<file path="src/rtl/lsu_ctrl.sv">
// Load/store unit between the memory stage and a word-organised data memory.
// Handles RV32I byte/half/word loads and stores; sub-word stores use read-modify-write.
module lsu_ctrl #(
  parameter int N = 32,
  parameter int M = 10
) (
  input  logic         clk,
  input  logic         rst,
  input  logic         req,
  input  logic         st,
  input  logic [2:0]   funct3,
  input  logic [31:0]  addr,
  input  logic [N-1:0] wdata,
  output logic         ready,
  output logic         done,
  output logic         err,
  output logic [N-1:0] rdata,
  output logic [M-1:0] mem_adrs,
  output logic [N-1:0] mem_data_w,
  output logic         mem_WE,
  input  logic [N-1:0] mem_data_r
);

  localparam logic [2:0] IDLE   = 3'd0;
  localparam logic [2:0] LOAD   = 3'd1;
  localparam logic [2:0] STORE  = 3'd2;
  localparam logic [2:0] RMW_RD = 3'd3;
  localparam logic [2:0] RMW_WR = 3'd4;

  logic [2:0]   state;
  logic [M-1:0] addr_q;
  logic [N-1:0] data_q;
  logic [2:0]   f3_q;

  logic         illegal;
  logic         misaligned;
  logic [7:0]   byte_lane;
  logic [15:0]  half_lane;
  logic [N-1:0] load_val;
  logic [N-1:0] merged;

  // Upper address bits wrap within the memory and are intentionally dropped.
  logic unused_addr_hi;
  assign unused_addr_hi = ^addr[31:M];

  always_comb begin
    illegal = 1'b0;
    if (funct3 == 3'd3 || funct3 == 3'd6 || funct3 == 3'd7)
      illegal = 1'b1;
    if (st && funct3[2])
      illegal = 1'b1;
  end

  always_comb begin
    misaligned = 1'b0;
    if (funct3[1:0] == 2'd1 && addr[0])
      misaligned = 1'b1;
    if (funct3 == 3'd2 && addr[1:0] != 2'd0)
      misaligned = 1'b1;
  end

  always_comb begin
    byte_lane = '0;
    case (addr_q[1:0])
      2'd0: byte_lane = mem_data_r[7:0];
      2'd1: byte_lane = mem_data_r[15:8];
      2'd2: byte_lane = mem_data_r[23:16];
      2'd3: byte_lane = mem_data_r[31:24];
      default: byte_lane = '0;
    endcase
    half_lane = addr_q[1] ? mem_data_r[31:16] : mem_data_r[15:0];
  end

  always_comb begin
    load_val = mem_data_r;
    case (f3_q)
      3'd0: load_val = {{(N-8){byte_lane[7]}}, byte_lane};
      3'd4: load_val = {{(N-8){1'b0}}, byte_lane};
      3'd1: load_val = {{(N-16){half_lane[15]}}, half_lane};
      3'd5: load_val = {{(N-16){1'b0}}, half_lane};
      default: load_val = mem_data_r;
    endcase
  end

  // Replace only the addressed lane of the word just read from memory.
  always_comb begin
    merged = mem_data_r;
    if (f3_q[1:0] == 2'd0)
      merged[{addr_q[1:0], 3'b000} +: 8] = data_q[7:0];
    else
      merged[{addr_q[1], 4'b0000} +: 16] = data_q[15:0];
  end

  always_ff @(posedge clk) begin
    if (rst) begin
      state  <= IDLE;
      done   <= 1'b0;
      err    <= 1'b0;
      rdata  <= '0;
      addr_q <= '0;
      data_q <= '0;
      f3_q   <= '0;
    end else begin
      done <= 1'b0;
      err  <= 1'b0;
      case (state)
        IDLE: begin
          if (req) begin
            addr_q <= addr[M-1:0];
            data_q <= wdata;
            f3_q   <= funct3;
            if (illegal || misaligned) begin
              done <= 1'b1;
              err  <= 1'b1;
            end else if (!st) begin
              state <= LOAD;
            end else if (funct3 == 3'd2) begin
              state <= STORE;
            end else begin
              state <= RMW_RD;
            end
          end
        end
        LOAD: begin
          rdata <= load_val;
          done  <= 1'b1;
          state <= IDLE;
        end
        STORE: begin
          done  <= 1'b1;
          state <= IDLE;
        end
        RMW_RD: begin
          data_q <= merged;
          state  <= RMW_WR;
        end
        RMW_WR: begin
          done  <= 1'b1;
          state <= IDLE;
        end
        default: state <= IDLE;
      endcase
    end
  end

  assign ready      = (state == IDLE);
  assign mem_WE     = (state == STORE) || (state == RMW_WR);
  assign mem_adrs   = {addr_q[M-1:2], 2'b00};
  assign mem_data_w = data_q;

endmodule

</file>
<file path="config.mk">
export PLATFORM = sky130hd
export DESIGN_NAME = lsu_ctrl
export DESIGN_NICKNAME = d
export VERILOG_FILES = /design/src/rtl/lsu_ctrl.sv
export SDC_FILE = /design/constraint.sdc
export NUM_CORES = 1
export LEC_CHECK = 0
export ABC_AREA = 1
export ABC_CLOCK_PERIOD_IN_PS = 2850
export BUFFER_PORTS_ARGS = -buffer_cell sky130_fd_sc_hd__buf_4
export CAP_MARGIN = 20
export CORE_MARGIN = 10
export CORE_UTILIZATION = 50
export DETAILED_ROUTE_END_ITERATION = 8
export PLACE_DENSITY_LB_ADDON = 0.12
export SETUP_SLACK_MARGIN = 0.02
export SYNTH_ARGS = -nofsm -noshare
export SYNTH_HDL_FRONTEND = slang
export SYNTH_SLANG_ARGS = --single-unit
</file>
<file path="constraint.sdc">
create_clock -name clk -period 2.85 [get_ports clk]
set_clock_uncertainty 0.05 [all_clocks]
set_input_delay 0.57 -clock clk [delete_from_list [all_inputs] [get_ports clk]]
set_output_delay 0.57 -clock clk [all_outputs]
set_load 0.02 [all_outputs]
</file>
==> results.txt <==
The flow ran to the end, and the final reports show no timing, DRC or antenna violations. At the end of the flow, the number of nets in the layout was 1110. The accumulated negative setup slack came out at 0 ps. The core region is 0.0103 sq mm. TritonCTS built the clock tree. Following the worst setup path forward leads to its endpoint at rdata[20]. The slew of the pin with the lowest slew margin is 711 ps.

The final-report max-slew violation count came out at 0. The initial cell density of the core is 0.511. The largest net degree at the start of global routing came out at 58. The count of buffering cells on the critical path with inverters included came out at 3.

The overall overflow remaining after global route is 0. The first-pass GRT wire length came out at 27700 microns. The number of inserted diodes came out at 0. The clock slew seen by the registers of the worst setup and hold paths came out at 90 ps. After synthesis, the share of flip-flops with an asynchronous set or reset is 0. The congestion estimate from routability-driven global placement came to 0.963. The count of yosys warnings during synthesis is 0.

The ratio of total power to cell area is 456 mW/mm^2. The number of endpoints failing setup at the final stage came out at 0. STA classifies the critical path endpoint as a register. At the worst endpoint, the required time is 3070 ps.

For flop-to-flop paths, the worst setup slack is 620 ps. For this run, design rule violations remaining after detail routing come to 0. The detailed router finished its first iteration with 673 violations. TritonCTS created 9 clock buffers.

The utilization after layout came out at 0.643. The mapped cell area is 0.00525 sq mm. The count of flip-flops with a built-in enable after synthesis came out at 0. The global routing usage summed across all routing layers is 0.230. Data on the critical path arrives at its endpoint at 2440 ps. The fraction of the cycle the final worst path needs is 0.781. The number of max-cap violations came out at 0.

The worst relative slew slack is 0.526. The cell family contributing the most delay on the critical path is simple AND/OR/NAND/NOR gates. The highest achievable clock rate is 449 MHz. The sequential element share of the synthesized area is 0.313. The first-pass detailed-route iteration total came out at 7.

The kind of start point of the critical path is a register. The clock tree root buffer cell is sky130_fd_sc_hd__clkbuf_8. The number of antenna violations at the first check in global routing is 0. The final period demand of the worst path is 2230 ps.

The placed standard-cell area came out at 0.00640 sq mm. Synthesis produced 882 cells. After clock tree synthesis, the repair step resized 0 gates. The count of hold buffers inserted by post-cts repair is 0.

After routing the design area is 0.00661 sq mm. The total setup buffers inserted after CTS came out at 0. Dividing the detail-routed via count by the number of cells gives 5.26.

The class of the most critical hold timing path is input pin to register. The area enclosed by the die boundary is 0.0150 sq mm. The area overhead of the layout relative to synthesis is 25.9%. After detailed routing, the average wire length per cell comes to 15.7 microns.

In the synthesized netlist the dominant register cell turns out to be sky130_fd_sc_hd__dfxtp_1. The routed layout has 6015 vias. The busiest metal layer after global routing is met2.

The site row count came out at 37. In this run the worst setup path begins at addr_q[0]. For met1 alone, demand over resource in global routing was 0.284. The clock latency on the worst-skew pair is 370 ps. In this run the mean area of a mapped cell was 5.95 sq um. Traced cell by cell, the critical path runs through inv_1 > ha_1 > inv_1 > or2_1 > nand3_2 > nand2_2 > o21ai_0 > inv_1. The met2 capacity usage during global routing is 0.376. At the placement stage, the worst setup path has a slack of 636 ps.

181 I/O pins were placed. The analysis attributes to cell leakage a power of 3.26 nW. The destination of the worst register-to-register timing path is rdata[20]. The overall power after layout came out at 3.01 mW. The total count of hold-check failures in the final report is 0. Setup repair after global routing left no endpoint under its margin.

Counting stages on the worst path, the most repeated cell is sky130_fd_sc_hd__inv_1. The maximum fanout along the worst path is 16. For this run, global-route usage on met3 was measured as 0.0657. For this design, the slowest cell found on the critical path is sky130_fd_sc_hd__ha_1. The clock passes through at most 2 buffers. The TritonCTS sink count came out at 82. The number of H-tree levels is 3. On the worst path, the slowest cell contributes a delay of 550 ps.

The horizontal die dimension is 122 microns. The worst ir drop on vdd came out at 0.294 mV. The chip height came out at 122 microns. Counting distinct cell types in the post-synthesis netlist gives 30. The worst register-to-register path has a depth of 8. The category of the critical setup timing path is register to register.

The start of the worst register-to-register path is addr_q[0]. The share of post-route cells with drive strength above 1 is 0.202. The number of routed nets with antenna violations is 0. The critical path crosses 8 cells after its start point. The via count of the first global-routing pass is 5603.

Detailed placement ended at an HPWL of 13600 microns. The total routed wirelength is 18000 microns. Synthesis inferred 82 register bits. The slack of the critical path is 623 ps. The port buffer count came out at 156.
-- metal layers --
layer,vias to the layer above,part of all wire
met5,-,0
met4,0,0.022
met3,31,0.093
met2,245,0.46
li1,3046,-
met1,2693,0.42
-- logic make-up (layout without fill, tap and decap cells) --
kind of cell,after synthesis,after routing,synth area share
AO/OA/AOI/OAI,198,198,0.198
buffers and inverters,152,276,0.126
adder cells (fa/ha/maj),5,5,0.0119
flip-flops,82,82,0.313
AND/OR/NAND/NOR,444,444,0.350
other,1,2,0.000715
-- where the power goes --
| part | switching (mW) | internal, mW | total [mW] |
|---|---|---|---|
| clock | 0.475 | 0.434 | 0.910 |
| sequential | 0.0582 | 1.21 | 1.27 |
| combinational | 0.516 | 0.313 | 0.828 |
| total | 1.05 | 1.96 | 3.01 |
-- sequential cells by signal, summed over array words and instances (netlist names) --
signal,cells
addr_q,10
mem_data_w,32
rdata,32
f3_q,3
done,1
err,1
state,3
-- Yosys cell counts, types with 4 or more instances --
| cell | instances | area share |
|---|---|---|
| sky130_fd_sc_hd__o21ai_1 | 4 | 0.0038 |
| sky130_fd_sc_hd__buf_4 | 12 | 0.017 |
| sky130_fd_sc_hd__ha_1 | 5 | 0.012 |
| sky130_fd_sc_hd__o21ai_0 | 79 | 0.075 |
| sky130_fd_sc_hd__nand3_1 | 54 | 0.052 |
| sky130_fd_sc_hd__dfxtp_1 | 82 | 0.31 |
| sky130_fd_sc_hd__a21oi_1 | 94 | 0.090 |
| sky130_fd_sc_hd__o211ai_1 | 18 | 0.026 |
| sky130_fd_sc_hd__buf_2 | 15 | 0.014 |
| sky130_fd_sc_hd__inv_1 | 84 | 0.060 |
| sky130_fd_sc_hd__nand4_1 | 9 | 0.011 |
| sky130_fd_sc_hd__nand2_1 | 249 | 0.18 |
| sky130_fd_sc_hd__nor2_1 | 118 | 0.084 |
| sky130_fd_sc_hd__clkbuf_1 | 32 | 0.023 |
-- worst min-delay path by stage --
stage / start / end / slack (ps) / cells past startpoint
5_1_grt: st / state[1] / 390 / 3
6_report: st / state[1] / 390 / 3
4_1_cts: st / state[1] / 390 / 3
2_1_floorplan: f3_q[2] / f3_q[2] / 390 / 2
3_3_place_gp: addr_q[9] / addr_q[9] / 400 / 2
3_5_place_dp: addr_q[5] / addr_q[5] / 410 / 2
-- layout by cell type, fill, tap and decap left out, types with 2 or more instances in the layout --
master / Yosys / routed
sky130_fd_sc_hd__nand3_1: 54 / 54
sky130_fd_sc_hd__o211ai_1: 18 / 18
sky130_fd_sc_hd__nand2_2: 3 / 3
sky130_fd_sc_hd__o21ai_0: 79 / 79
sky130_fd_sc_hd__o22ai_1: 2 / 2
sky130_fd_sc_hd__o21ai_1: 4 / 4
sky130_fd_sc_hd__clkbuf_8: 0 / 10
sky130_fd_sc_hd__ha_1: 5 / 5
sky130_fd_sc_hd__nor2_1: 118 / 118
sky130_fd_sc_hd__buf_4: 12 / 172
sky130_fd_sc_hd__conb_1: 1 / 2
sky130_fd_sc_hd__inv_1: 84 / 84
sky130_fd_sc_hd__clkinvlp_4: 0 / 2
sky130_fd_sc_hd__nand2_1: 249 / 249
sky130_fd_sc_hd__dfxtp_1: 82 / 82
sky130_fd_sc_hd__nor2_4: 2 / 2
sky130_fd_sc_hd__inv_4: 2 / 2
sky130_fd_sc_hd__nand4_1: 9 / 9
sky130_fd_sc_hd__nand3_2: 2 / 2
sky130_fd_sc_hd__a21oi_1: 94 / 94
sky130_fd_sc_hd__or2_2: 2 / 2
-- worst min-delay path, stage by stage --
cell and delay (ps):
sky130_fd_sc_hd__buf_4 90, sky130_fd_sc_hd__nand2_1 40, sky130_fd_sc_hd__nor2_1 70
-- area by class of cell --
class / count / area (sq um)
clock buffer: 11 / 141
clock inverter: 5 / 62.6
fill: 1071 / 3670
inverter: 87 / 332
multi-input combinational: 649 / 2950
sequential: 82 / 1640
tap: 136 / 170
timing repair buffer: 173 / 1310
-- through the flow --
stage | hold slack (ps) | cells
after floorplan | 394 | 883
after global placement | 404 | 1127
after detailed placement | 406 | 1127
after CTS | 390 | 1143
after global routing | 390 | 1143
final | 395 | 1143
(Power assumes the default switching activity.)
